`src/rtl/tdm_demux2.sv`:
```
// Two-channel TDM receive demultiplexer: routes alternating ch0/ch1 samples to
// registered outputs, tracks frame alignment and counts sync errors.
module tdm_demux2 #(
   parameter int W     = 8,
   parameter int ERR_W = 8
) (
   input  logic             clk,
   input  logic             rst_n,
   input  logic             in_valid,
   input  logic [W-1:0]     in_data,
   input  logic             in_sof,
   output logic [W-1:0]     out0,
   output logic             out0_valid,
   output logic [W-1:0]     out1,
   output logic             out1_valid,
   output logic             pair_valid,
   output logic             sel,
   output logic             locked,
   output logic             sync_err,
   output logic [ERR_W-1:0] err_count
);

   typedef enum logic [1:0] {
      HUNT = 2'd0,
      EXP1 = 2'd1,
      EXP0 = 2'd2
   } state_t;

   state_t             state_q;
   logic [W-1:0]       out0_q, out1_q;
   logic               out0_valid_q, out1_valid_q, pair_valid_q;
   logic               locked_q, sync_err_q;
   logic [ERR_W-1:0]   err_count_q;
   logic               err_hit_d;

   // An alignment violation is a marker where ch1 was due, or no marker where ch0 was due.
   always_comb begin
      err_hit_d = 1'b0;
      if (in_valid) begin
         err_hit_d = ((state_q == EXP1) &&  in_sof) ||
                     ((state_q == EXP0) && !in_sof);
      end
   end

   always_ff @(posedge clk) begin
      if (!rst_n) begin
         state_q      <= HUNT;
         out0_q       <= '0;
         out1_q       <= '0;
         out0_valid_q <= 1'b0;
         out1_valid_q <= 1'b0;
         pair_valid_q <= 1'b0;
         locked_q     <= 1'b0;
         sync_err_q   <= 1'b0;
         err_count_q  <= '0;
      end else begin
         out0_valid_q <= 1'b0;
         out1_valid_q <= 1'b0;
         pair_valid_q <= 1'b0;
         sync_err_q   <= err_hit_d;
         if (err_hit_d && (err_count_q != {ERR_W{1'b1}})) begin
            err_count_q <= err_count_q + ERR_W'(1);
         end
         if (in_valid) begin
            case (state_q)
               HUNT: begin
                  if (in_sof) begin
                     out0_q       <= in_data;
                     out0_valid_q <= 1'b1;
                     locked_q     <= 1'b1;
                     state_q      <= EXP1;
                  end
               end
               EXP1: begin
                  if (!in_sof) begin
                     out1_q       <= in_data;
                     out1_valid_q <= 1'b1;
                     pair_valid_q <= 1'b1;
                     state_q      <= EXP0;
                  end else begin
                     // Missing ch1: treat this marker as a fresh frame start.
                     out0_q       <= in_data;
                     out0_valid_q <= 1'b1;
                  end
               end
               EXP0: begin
                  if (in_sof) begin
                     out0_q       <= in_data;
                     out0_valid_q <= 1'b1;
                     state_q      <= EXP1;
                  end else begin
                     locked_q <= 1'b0;
                     state_q  <= HUNT;
                  end
               end
               default: state_q <= HUNT;
            endcase
         end
      end
   end

   assign sel        = (state_q == EXP1);
   assign out0       = out0_q;
   assign out1       = out1_q;
   assign out0_valid = out0_valid_q;
   assign out1_valid = out1_valid_q;
   assign pair_valid = pair_valid_q;
   assign locked     = locked_q;
   assign sync_err   = sync_err_q;
   assign err_count  = err_count_q;

endmodule

```
`config.mk`:
```
export PLATFORM = sky130hd
export DESIGN_NAME = tdm_demux2
export DESIGN_NICKNAME = d
export VERILOG_FILES = /design/src/rtl/tdm_demux2.sv
export SDC_FILE = /design/constraint.sdc
export NUM_CORES = 1
export LEC_CHECK = 0
export BUFFER_PORTS_ARGS = -buffer_cell sky130_fd_sc_hd__buf_2
export CAP_MARGIN = 20
export CORE_MARGIN = 2
export CORE_UTILIZATION = 48
export DETAILED_ROUTE_END_ITERATION = 7
export MAX_ROUTING_LAYER = met4
export PLACE_DENSITY = 0.79
export REMOVE_ABC_BUFFERS = 1
export SLEW_MARGIN = 10
export SYNTH_ARGS = -nofsm -noshare
export SYNTH_HDL_FRONTEND = slang
export SYNTH_SLANG_ARGS = --single-unit
```
`constraint.sdc`:
```
create_clock -name clk -period 1.65 [get_ports clk]
set_input_delay 0.165 -clock clk [delete_from_list [all_inputs] [get_ports clk]]
set_output_delay 0.165 -clock clk [all_outputs]
set_load 0.1 [all_outputs]
```
---- Word-level counts from Yosys, hierarchy flattened ----
Index checks and enable logic that the tools add are counted.
W data, S select, Z words.
storage, ports and cells
  input port bits ......................... 12
  bits in writable memories ............... 0
  logic and storage cells ................. 40
  register bits ........................... 30
  latch bits .............................. 0
  memory bits (read-only) ................. 0
  memories kept ........................... 0
operators by class
  multiplexer cells ....................... 10
  reduce and logical (&&, ||, !) cells .... 14
  order comparisons ....................... 0
  add/sub/neg operators ................... 1
  divide/modulo/power cells ............... 0
  bitwise gates (word level) .............. 1
  eq/ne operators ......................... 6
  shift operators ......................... 0
  multipliers ............................. 0
operators by type and width
  cell                   count
  $reduce_and A3 Y1      5
  $add A8 B1 Y8 const B  1
  $ne A8 B8 Y1 const B   1
  $mux W1                6
  $ne A2 B2 Y1 const B   3
  $pmux W2 S3            1
  $mux W2                2
  $reduce_and A4 Y1      1
  $logic_and A1 B1 Y1    3
  $reduce_or A3 Y1       1
  $eq A2 B1 Y1 const B   1
  $eq A2 B2 Y1 const B   1
  $logic_not A2 Y1       1
  $pmux W1 S2            1
  $reduce_bool A2 Y1     1
  $logic_not A1 Y1       1
  $logic_or A1 B1 Y1     1
  $not A1 Y1             1

---- Depth between registers and ports, before layout ----
Gate-level depths: netlist (run 1).
  word-level depth ........................ 5
  mapped depth ............................ 5

---- Worst setup path before layout (run 1) ----
No wires, ideal clock.
  path kind ............................... reg-to-reg
  start ................................... register err_count_q[0], in the netlist err_count[0]
  end ..................................... register err_count_q[6], in the netlist err_count[6]
  library setup time ...................... 0.091 ns
  clock period less this slack ............ 2.150 ns
  cell stages (with the launch flop) ...... 6
  path slack .............................. -0.500 ns
  arrival ................................. 2.059 ns
  cells stage by stage .................... dfxtp_1 ha_1 nand3_1 a21oi_1 a21oi_1 a311oi_1
on the way
  longest elaborated chain between the ends .. 2
ends and longest elaborated chain
  what                                                                   RTL line  source
  from (decl)                                                            33        logic [ERR_W-1:0] err_count_q;
  from (signal assigned)                                                 62        err_count_q <= err_count_q + ERR_W'(1);
  parallel branches: the longest is 2 deep, another holds $add A8 B1 Y8  n/a
Parallel ways; which one is timed is not known.
A chain may end at the register's enable or synchronous reset.

---- Worst setup path after layout (run 1) ----
  start ................................... register state_q[1]
  end ..................................... register err_count_q[5], in the netlist err_count[5]
on the way
  longest elaborated chain between the ends .. 5
ends and longest elaborated chain
  what                                           RTL line  source
  from (decl)                                    29        state_t state_q;
  from (signal assigned)                         47        state_q <= HUNT;
  from (signal assigned)                         71        state_q <= EXP1;
  from (signal assigned)                         79        state_q <= EXP0;
  $eq A2 B1 Y1 or $eq A2 B2 Y1 (tied branches)   40, 41
  $logic_and A1 B1 Y1, on equally long branches  40, 41
  $logic_or A1 B1 Y1 (*)                         40        err_hit_d = ((state_q == EXP1) && in_sof) ||
  $mux W1 (*)                                    39        if (in_valid) begin
  $logic_and A1 B1 Y1 (*)                        61        if (err_hit_d && (err_count_q != {ERR_W{1'b1}})) begin
Every way passes the cells marked *; elsewhere a longest branch is shown, timed or not.

==> results of run 1 <==
==> metrics by stage <==
step	util	power (mW)	instances
2_1_floorplan	-	0.9577	125
3_3_place_gp	0.5921	1.009	199
3_5_place_dp	0.5921	1.015	199
4_1_cts	0.6183	1.478	207
5_1_grt	0.6209	1.531	207
6_report	0.6209	1.464	207
==> metal layers <==
metal  vias up  GRT usage  part of all wire  wire [um]
met4         0    0.07500            0.0053         14
met5         -          -                 0          0
li1        544          -                 -          -
met2        38     0.3414              0.51       1360
met1       524     0.2034              0.40       1070
met3         4     0.1056             0.080        214
==> cell type report <==
type,instances,area share
inverter,4,0.009942
multi-input combinational,91,0.3728
clock buffer,6,0.03397
sequential,30,0.3977
tap,30,0.02485
clock inverter,2,0.008285
timing repair buffer,44,0.1524
==> worst paths after layout <==
path,startpoint,depth (start not counted),endpoint,slack [ns]
setup / recovery,state_q[1],4,err_count[5],0.1
hold reg to reg,out0[5],2,out0[5],0.46
setup reg to reg,state_q[1],4,err_count[5],0.1
hold / removal,rst_n,2,pair_valid,0.04
==> cell families (layout without fill, tap and decap cells) <==
family	after synthesis	after routing
compound gates	27	27
xor+xnor	1	1
fa+ha+maj	1	1
buf+inv	10	56
flops	30	30
mux	9	9
simple gates	53	53
==> power groups by stage <==
stage	Combinational, mW	Clock [mW]	Sequential [mW]
finish	0.243	0.466	0.756
global route	0.255	0.517	0.758
CTS	0.242	0.479	0.756
detailed placement	0.242	0	0.773
global placement	0.238	0	0.771
floorplan	0.0590	0	0.899
==> state kept, by name, summed over array words and instances (netlist names) <==
name / flops
pair_valid: 1
sync_err: 1
locked: 1
state_q: 2
out0: 8
err_count: 8
out0_valid: 1
out1: 8
==> layout by cell type, fill, tap and decap left out, types with 2 or more instances in the layout <==
cell	netlist	layout
a21oi_1	18	17
and2_1	2	2
and3_1	2	2
buf_2	1	40
buf_4	1	3
clkbuf_4	0	6
dfxtp_1	30	30
inv_1	4	4
mux2i_1	9	9
nand2_1	19	19
nand3_1	3	3
nand4_1	2	2
nor2_1	15	15
nor3_1	3	3
o31ai_1	2	2
==> impl_metrics.ini, run 1 <==
[timing]
relSlewSlack = 0.6720
setup_viol = 0
finalCriticalPeriod_ns = 1.554
worst_slew_pin_slew_ns = 0.4953
hold_viol = 0
fin_crit_sh = 0.9417
max_freq_mhz = 643.6
fin_setup_tns_ns = 0
rsz0062_at_grt = no
hold-worst-slack_ns = 0.04431
setup_ws_ns = 0.09612
fin_skew_ns = 0.005538
final_max_slew_viol_count = 0

[power]
comb_power_share = 0.166
power_frac_clock = 0.318
p_switching_mw = 0.4681
swShare = 0.3197
power_density_nw_per_um2 = 969.5
internal-power_mw = 0.9961
ir_drop_uv = 891.9
p_leak_nw = 0.6835
pwr-share-seq = 0.516

[clocking]
cts_tree = done
cts_hold_buffers = 0
clk_latency_ns = 0.34
htreeDepth = 2
cts.reportedPaths.clkPinSlew_ns = 0.09
clk_path_buf_depth = 2
cts_buffers = 5
cts_setup_buffers = 0
clockRootBuffer = clkbuf_4
cts.sinks = 30
cts_resized = 0

[placed_design]
gp_congestion = 0.7184
dp.final_hpwl_um = 1932
io_buffers = 41
pre_cts_ws_ns = 0.1260
placed_cell_area_um2 = 1440

[routing]
routedWlPerCell_um = 12.85
dr.pass1.iters = 4
drc = 0
wirelength_um = 2660
vias_per_cell = 5.362
ant_nets = 0
vias = 1110
first_iter_violations = 18

[worst_setup_path]
crit_path_start_kind = flop
crit_type = reg2reg
arrival_ns = 1.82
path_delay_family = simple AND/OR/NAND/NOR gates
path_max_fanout = 7
max_stage_delay_ns = 0.41
critPathSlowestCell = or4_1
cp.required_ns = 1.92
cp_cell_sequence = nand4b_2, o2bb2ai_2, or4_1, a21oi_1
cp_num_buf_inv = 0
end_kind = flop

[synth]
synth-seq-cells = 30
synth-async-reset-ratio = 0
yosysWarnings = 0
netlist_instances = 131
synth_top_area_cell = dfxtp_1
synth_top_cell_area_share = 0.4974
synth_edf_count = 0
yosys-top-cells-count = dfxtp_1, nand2_1, a21oi_1
synth_simple_gate_area_frac = 0.2269
synthTopCellsByArea = dfxtp_1, a21oi_1, mux2i_1, nand2_1, nor2_1
seq_area_frac_synth = 0.4974
synth_fa_ha_area_frac = 0.01036
synth_area_per_cell_um2 = 9.217
synth_compound_area_frac = 0.1399
synthFlopType = dfxtp_1
synth_top_family_by_area = simple AND/OR/NAND/NOR gates
netlist_area_um2 = 1207
ys_types = 32
synth_xor_area_frac = 0.007254
synth.area.mux_share = 0.07461
yosysMostFrequentCell = dfxtp_1

[cells_and_area]
layout.nets = 189
seqCellArea_um2 = 600.6
design_area_um2 = 1510
diodes = 0
area_delta_synth_final_pct = 25.08
fill_cells = 235
multiInputGateArea_um2 = 563.0
drive_above_1_share = 0.3333

[floorplan]
io_pins = 42
rows = 18
core_region_area_um2 = 2432
start_util = 0.4964
die_height_um = 54.16
design.die.area_um2 = 2933
die_w_um = 54.16

[hold_path]
hold_class = in2reg

[global_route]
grt_max_degree = 30
grt_use_total = 0.2050
grt-ovfl-total = 0
antenna_found_initial = 0
grt_pass1_vias = 946
grt_pass1_wl_um = 4043

[outcome]
status = complete, no violations

[run]
max_cap_violations = 0
Note: power is estimated with default switching activity, not from simulation.
==> run 2: changes to the inputs <==
==> constraint.sdc (replaced) <==
create_clock -name clk -period 1.66 [get_ports clk]
set_input_delay 0.166 -clock clk [delete_from_list [all_inputs] [get_ports clk]]
set_output_delay 0.166 -clock clk [all_outputs]
set_load 0.1 [all_outputs]
==> run 2 against run 1 <==
  * Maximum frequency up 1.2%
  * Clock power about the same
  * Core utilization unchanged
  * Global-route usage down 1.1 points
  * Flip-flop and latch count unchanged
  * Critical path depth unchanged
  * Non-clock buffer count unchanged
==> impl_metrics.ini, run 2 (synthesis results as in run 1) <==
[routing]
vias_per_cell = 5.155
vias = 1067
highest_layer = met4
first_iter_violations = 10
wl_met1_um = 1070
route.met3.wl_um = 172
routed-wl-met2_um = 1270
ant_nets = 0
routedWlPerCell_um = 12.29
dr.pass1.iters = 3
drc = 0
wirelength_um = 2545

[cells_and_area]
seqCellArea_um2 = 600.6
layout.nets = 189
multiInputGateArea_um2 = 563.0
diodes = 0
final_common_cell = buf_2
final_cell_mix = buf_2, dfxtp_1, nand2_1
area_delta_synth_final_pct = 25.08
drive_above_1_share = 0.3333
fill_cells = 242

[worst_setup_path]
end_kind = flop
endpoint = err_count[5]
r2r_slack_ns = 0.12
r2r_cells = 4
cp.required_ns = 1.93
reg2reg_to = err_count[5]
startpoint = state_q[1]
arrival_ns = 1.81
worstReg2RegStart = state_q[1]
path_max_fanout = 7
crit_type = reg2reg
crit_path_start_kind = flop

[global_route]
grt_pass1_wl_um = 3808
grt_max_degree = 30
grt-ovfl-total = 0
grt_pass1_vias = 919
antenna_found_initial = 0
grt_use_total = 0.1936

[timing]
relSlewSlack = 0.6746
hold-worst-slack_ns = 0.04011
hold_viol = 0
worst_slew_pin_slew_ns = 0.4915
final_max_slew_viol_count = 0
rsz0062_at_grt = no
setup_viol = 0
finalCriticalPeriod_ns = 1.535
max_freq_mhz = 651.4
fin_skew_ns = 0.003586
fin_crit_sh = 0.9249
fin_setup_tns_ns = 0

[hold_path]
hold_class = in2reg
worstHoldPathCells = 2

[clocking]
clockRootBuffer = clkbuf_4
cts.sinks = 30
cts_hold_buffers = 0
htreeDepth = 2
cts_buffers = 5
cts.reportedPaths.clkPinSlew_ns = 0.09
cts_tree = done
clk_path_buf_depth = 2
clk_latency_ns = 0.34

[floorplan]
io_pins = 42
die_w_um = 54.16
die_height_um = 54.16
start_util = 0.4964
rows = 18
design.die.area_um2 = 2933
core_region_area_um2 = 2432

[power]
ir_drop_uv = 818.0
p_leak_nw = 0.6835
power_density_nw_per_um2 = 964.5

[placed_design]
gp_congestion = 0.7184
io_buffers = 41
dp.final_hpwl_um = 1840

[outcome]
status = complete, no violations

[run]
max_cap_violations = 0
[run 2: cell counts in the layout (fill, tap and decap cells not counted)]
No cell type changed its count.
[run 2: layout make-up]
cell class / count / share of cell area
tap: 30 / 0.02485
timing repair buffer: 44 / 0.1524
clock inverter: 2 / 0.008285
inverter: 4 / 0.009942
multi-input combinational: 91 / 0.3728
sequential: 30 / 0.3977
clock buffer: 6 / 0.03397
[run 2: worst min-delay path by stage]
stage	from	endpoint
after floorplan	rst_n	pair_valid
after global placement	rst_n	pair_valid
after detailed placement	rst_n	pair_valid
after CTS	rst_n	pair_valid
after global routing	rst_n	pair_valid
final	rst_n	pair_valid
[run 2: per-layer routing]
layer / vias up / track usage
li1: 542 / -
met1: 490 / 0.1962
met2: 30 / 0.3253
met3: 5 / 0.08611
met4: 0 / 0.07500
met5: - / -
[run 2: critical path, stage by stage (launching register included)]
cell	delay (ns)
dfxtp_1	0.39
nand4b_2	0.31
o2bb2ai_2	0.22
or4_1	0.41
a21oi_1	0.14
[run 2: repair_timing]
action	in CTS	in global routing
setup buffers	0	0
endpoints found under the setup margin	0	2
gates resized for setup	0	2
[run 2: power by group]
group	leakage (nW)	internal, mW	total (mW)	switching [mW]
Combinational	0.406	0.0486	0.240	0.191
Clock	0.0343	0.203	0.466	0.262
Sequential	0.244	0.738	0.751	0.0128
[run 2: through the flow]
stage,std cells,worst slack (ns),utilization,power (mW),instance area [um^2]
finish,207,0.1247,0.6209,1.457,1510
global route,207,0.02229,0.6209,1.510,1510
CTS,207,0.06459,0.6183,1.474,1504
detailed placement,199,0.1214,0.5921,1.008,1440
global placement,199,0.2181,0.5921,1.003,1440
floorplan,125,-0.7933,-,0.9519,1170
==> run 3: changes to the inputs <==
--- a/config.mk
+++ b/config.mk
@@ -8,10 +8,10 @@
 export BUFFER_PORTS_ARGS = -buffer_cell sky130_fd_sc_hd__buf_2
 export CAP_MARGIN = 20
 export CORE_MARGIN = 2
-export CORE_UTILIZATION = 48
+export CORE_UTILIZATION = 40
 export DETAILED_ROUTE_END_ITERATION = 7
 export MAX_ROUTING_LAYER = met4
-export PLACE_DENSITY = 0.79
+export PLACE_DENSITY = 0.68
 export REMOVE_ABC_BUFFERS = 1
 export SLEW_MARGIN = 10
 export SYNTH_ARGS = -nofsm -noshare
==> run 3 against run 2 <==
  * The flow now finishes with violations (design-rule violations)
  * Design area rose by 0.66%
  * Global-route usage fell by 3.8 points
  * Via count fell by 1.8%
  * Sequential share of layout area fell by 0.18 points
  * Cell count fell by 0.48%
==> impl_metrics.ini, run 3 (synthesis results as in run 1) <==
[routing]
dr.pass1.iters = 6
ant_nets = 0
wirelength_um = 2394
routedWlPerCell_um = 11.62
first_iter_violations = 16
drc = 1
vias = 1048
vias_per_cell = 5.087

[cells_and_area]
final_common_cell = buf_2
diodes = 0
final_cell_mix = buf_2, dfxtp_1, nand2_1
drive_above_1_share = 0.3314
fin_cells = 206
fill_cells = 273
layout.nets = 188
area_delta_synth_final_pct = 25.91

[worst_setup_path]
r2r_slack_ns = 0.13
cp.required_ns = 1.49
worstReg2RegStart = state_q[1]
end_kind = output pin
reg2reg_to = err_count[5]
crit_path_start_kind = flop
startpoint = state_q[1]
endpoint = sel
crit_type = reg2out
r2r_cells = 4
path_max_fanout = 7
arrival_ns = 1.37

[timing]
setup_ws_ns = 0.1202
fin_crit_sh = 0.9276
hold_viol = 0
finalCriticalPeriod_ns = 1.540
max_freq_mhz = 649.4
rsz0062_at_grt = no
fin_skew_ns = 0.006605
setup_viol = 0
hold-worst-slack_ns = 0.05343
worst_slew_pin_slew_ns = 0.6580
final_max_slew_viol_count = 0
fin_setup_tns_ns = 0
relSlewSlack = 0.5613

[clocking]
cts.sinks = 30
cts_tree = done
cts_hold_buffers = 0
cts_setup_buffers = 0
clk_latency_ns = 0.32
cts_buffers = 5
clockRootBuffer = clkbuf_4
htreeDepth = 2
cts.reportedPaths.clkPinSlew_ns = 0.09
cts_resized = 0
clk_path_buf_depth = 2

[power]
p_leak_nw = 0.6891
pwr-share-seq = 0.475
comb_power_share = 0.149
ir_drop_uv = 583.3
power_density_nw_per_um2 = 1040
swShare = 0.2816
p_switching_mw = 0.4451
internal-power_mw = 1.135
power_frac_clock = 0.375

[outcome]
status = finished, violations left
violations = design-rule violations

[hold_path]
hold_class = in2reg

[global_route]
grt-ovfl-total = 0
grt_max_degree = 18
grt_pass1_vias = 917
grt_pass1_wl_um = 3988
antenna_found_initial = 0
grt_use_total = 0.1552

[floorplan]
design.die.area_um2 = 3474
core_region_area_um2 = 2805
io_pins = 42
die_w_um = 58.94
rows = 19
start_util = 0.4304
die_height_um = 58.94

[placed_design]
pre_cts_ws_ns = 0.1759
dp.final_hpwl_um = 1718
io_buffers = 41
gp_congestion = 0.7949
placed_cells = 199

[run]
max_cap_violations = 0
## run 3: cell types whose count changed in the layout (fill, tap and decap cells not counted), sizes merged
cell	previous run	this run
bufinv	0	1
clkbuf	7	6
clkinv	1	0
clkinvlp	1	0
## run 3: metrics by stage
stage	power, mW	util	area, um^2
after floorplan	0.9519	-	1170
after global placement	1.002	0.5112	1434
after detailed placement	1.004	0.5112	1434
after CTS	1.600	0.5401	1515
after global routing	1.648	0.5419	1520
final	1.580	0.5419	1520
## run 3: layout make-up
class	instances	area, um^2	area share
clock buffer	6	51.30	0.03374
sequential	30	601.8	0.3959
timing repair buffer	43	220.2	0.1449
multi-input combinational	91	563.0	0.3704
clock inverter	1	30.03	0.01975
inverter	4	15.01	0.009877
tap	31	38.79	0.02551
## run 3: critical path, cell delays in order (launching register included)
cell and delay, ns:
dfxtp_1 0.39, and2b_2 0.25, buf_2 0.42
## run 3: worst min-delay path by stage
| stage | endpoint | slack (ns) | from | cells after the start |
|---|---|---|---|---|
| global route | pair_valid | 0.04 | rst_n | 2 |
| CTS | pair_valid | 0.04 | rst_n | 2 |
| global placement | pair_valid | 0.38 | rst_n | 2 |
| floorplan | pair_valid | 0.29 | rst_n | 1 |
| detailed placement | pair_valid | 0.39 | rst_n | 2 |
| finish | pair_valid | 0.05 | rst_n | 2 |
## run 3: power by group through the flow
| stage | registers (mW) | logic [mW] | clock network (mW) |
|---|---|---|---|
| final | 0.751 | 0.236 | 0.593 |
| after global routing | 0.754 | 0.248 | 0.645 |
| after CTS | 0.751 | 0.237 | 0.611 |
| after detailed placement | 0.768 | 0.236 | 0 |
| after global placement | 0.766 | 0.235 | 0 |
| after floorplan | 0.893 | 0.0587 | 0 |
## run 3: routing by layer
layer | wire [um] | up-vias | track usage
met5 | 0 | - | -
met2 | 1014 | 40 | 0.2206
met4 | 42 | 0 | 0.06818
met1 | 1135 | 463 | 0.1896
met3 | 201 | 7 | 0.06813
li1 | - | 538 | -
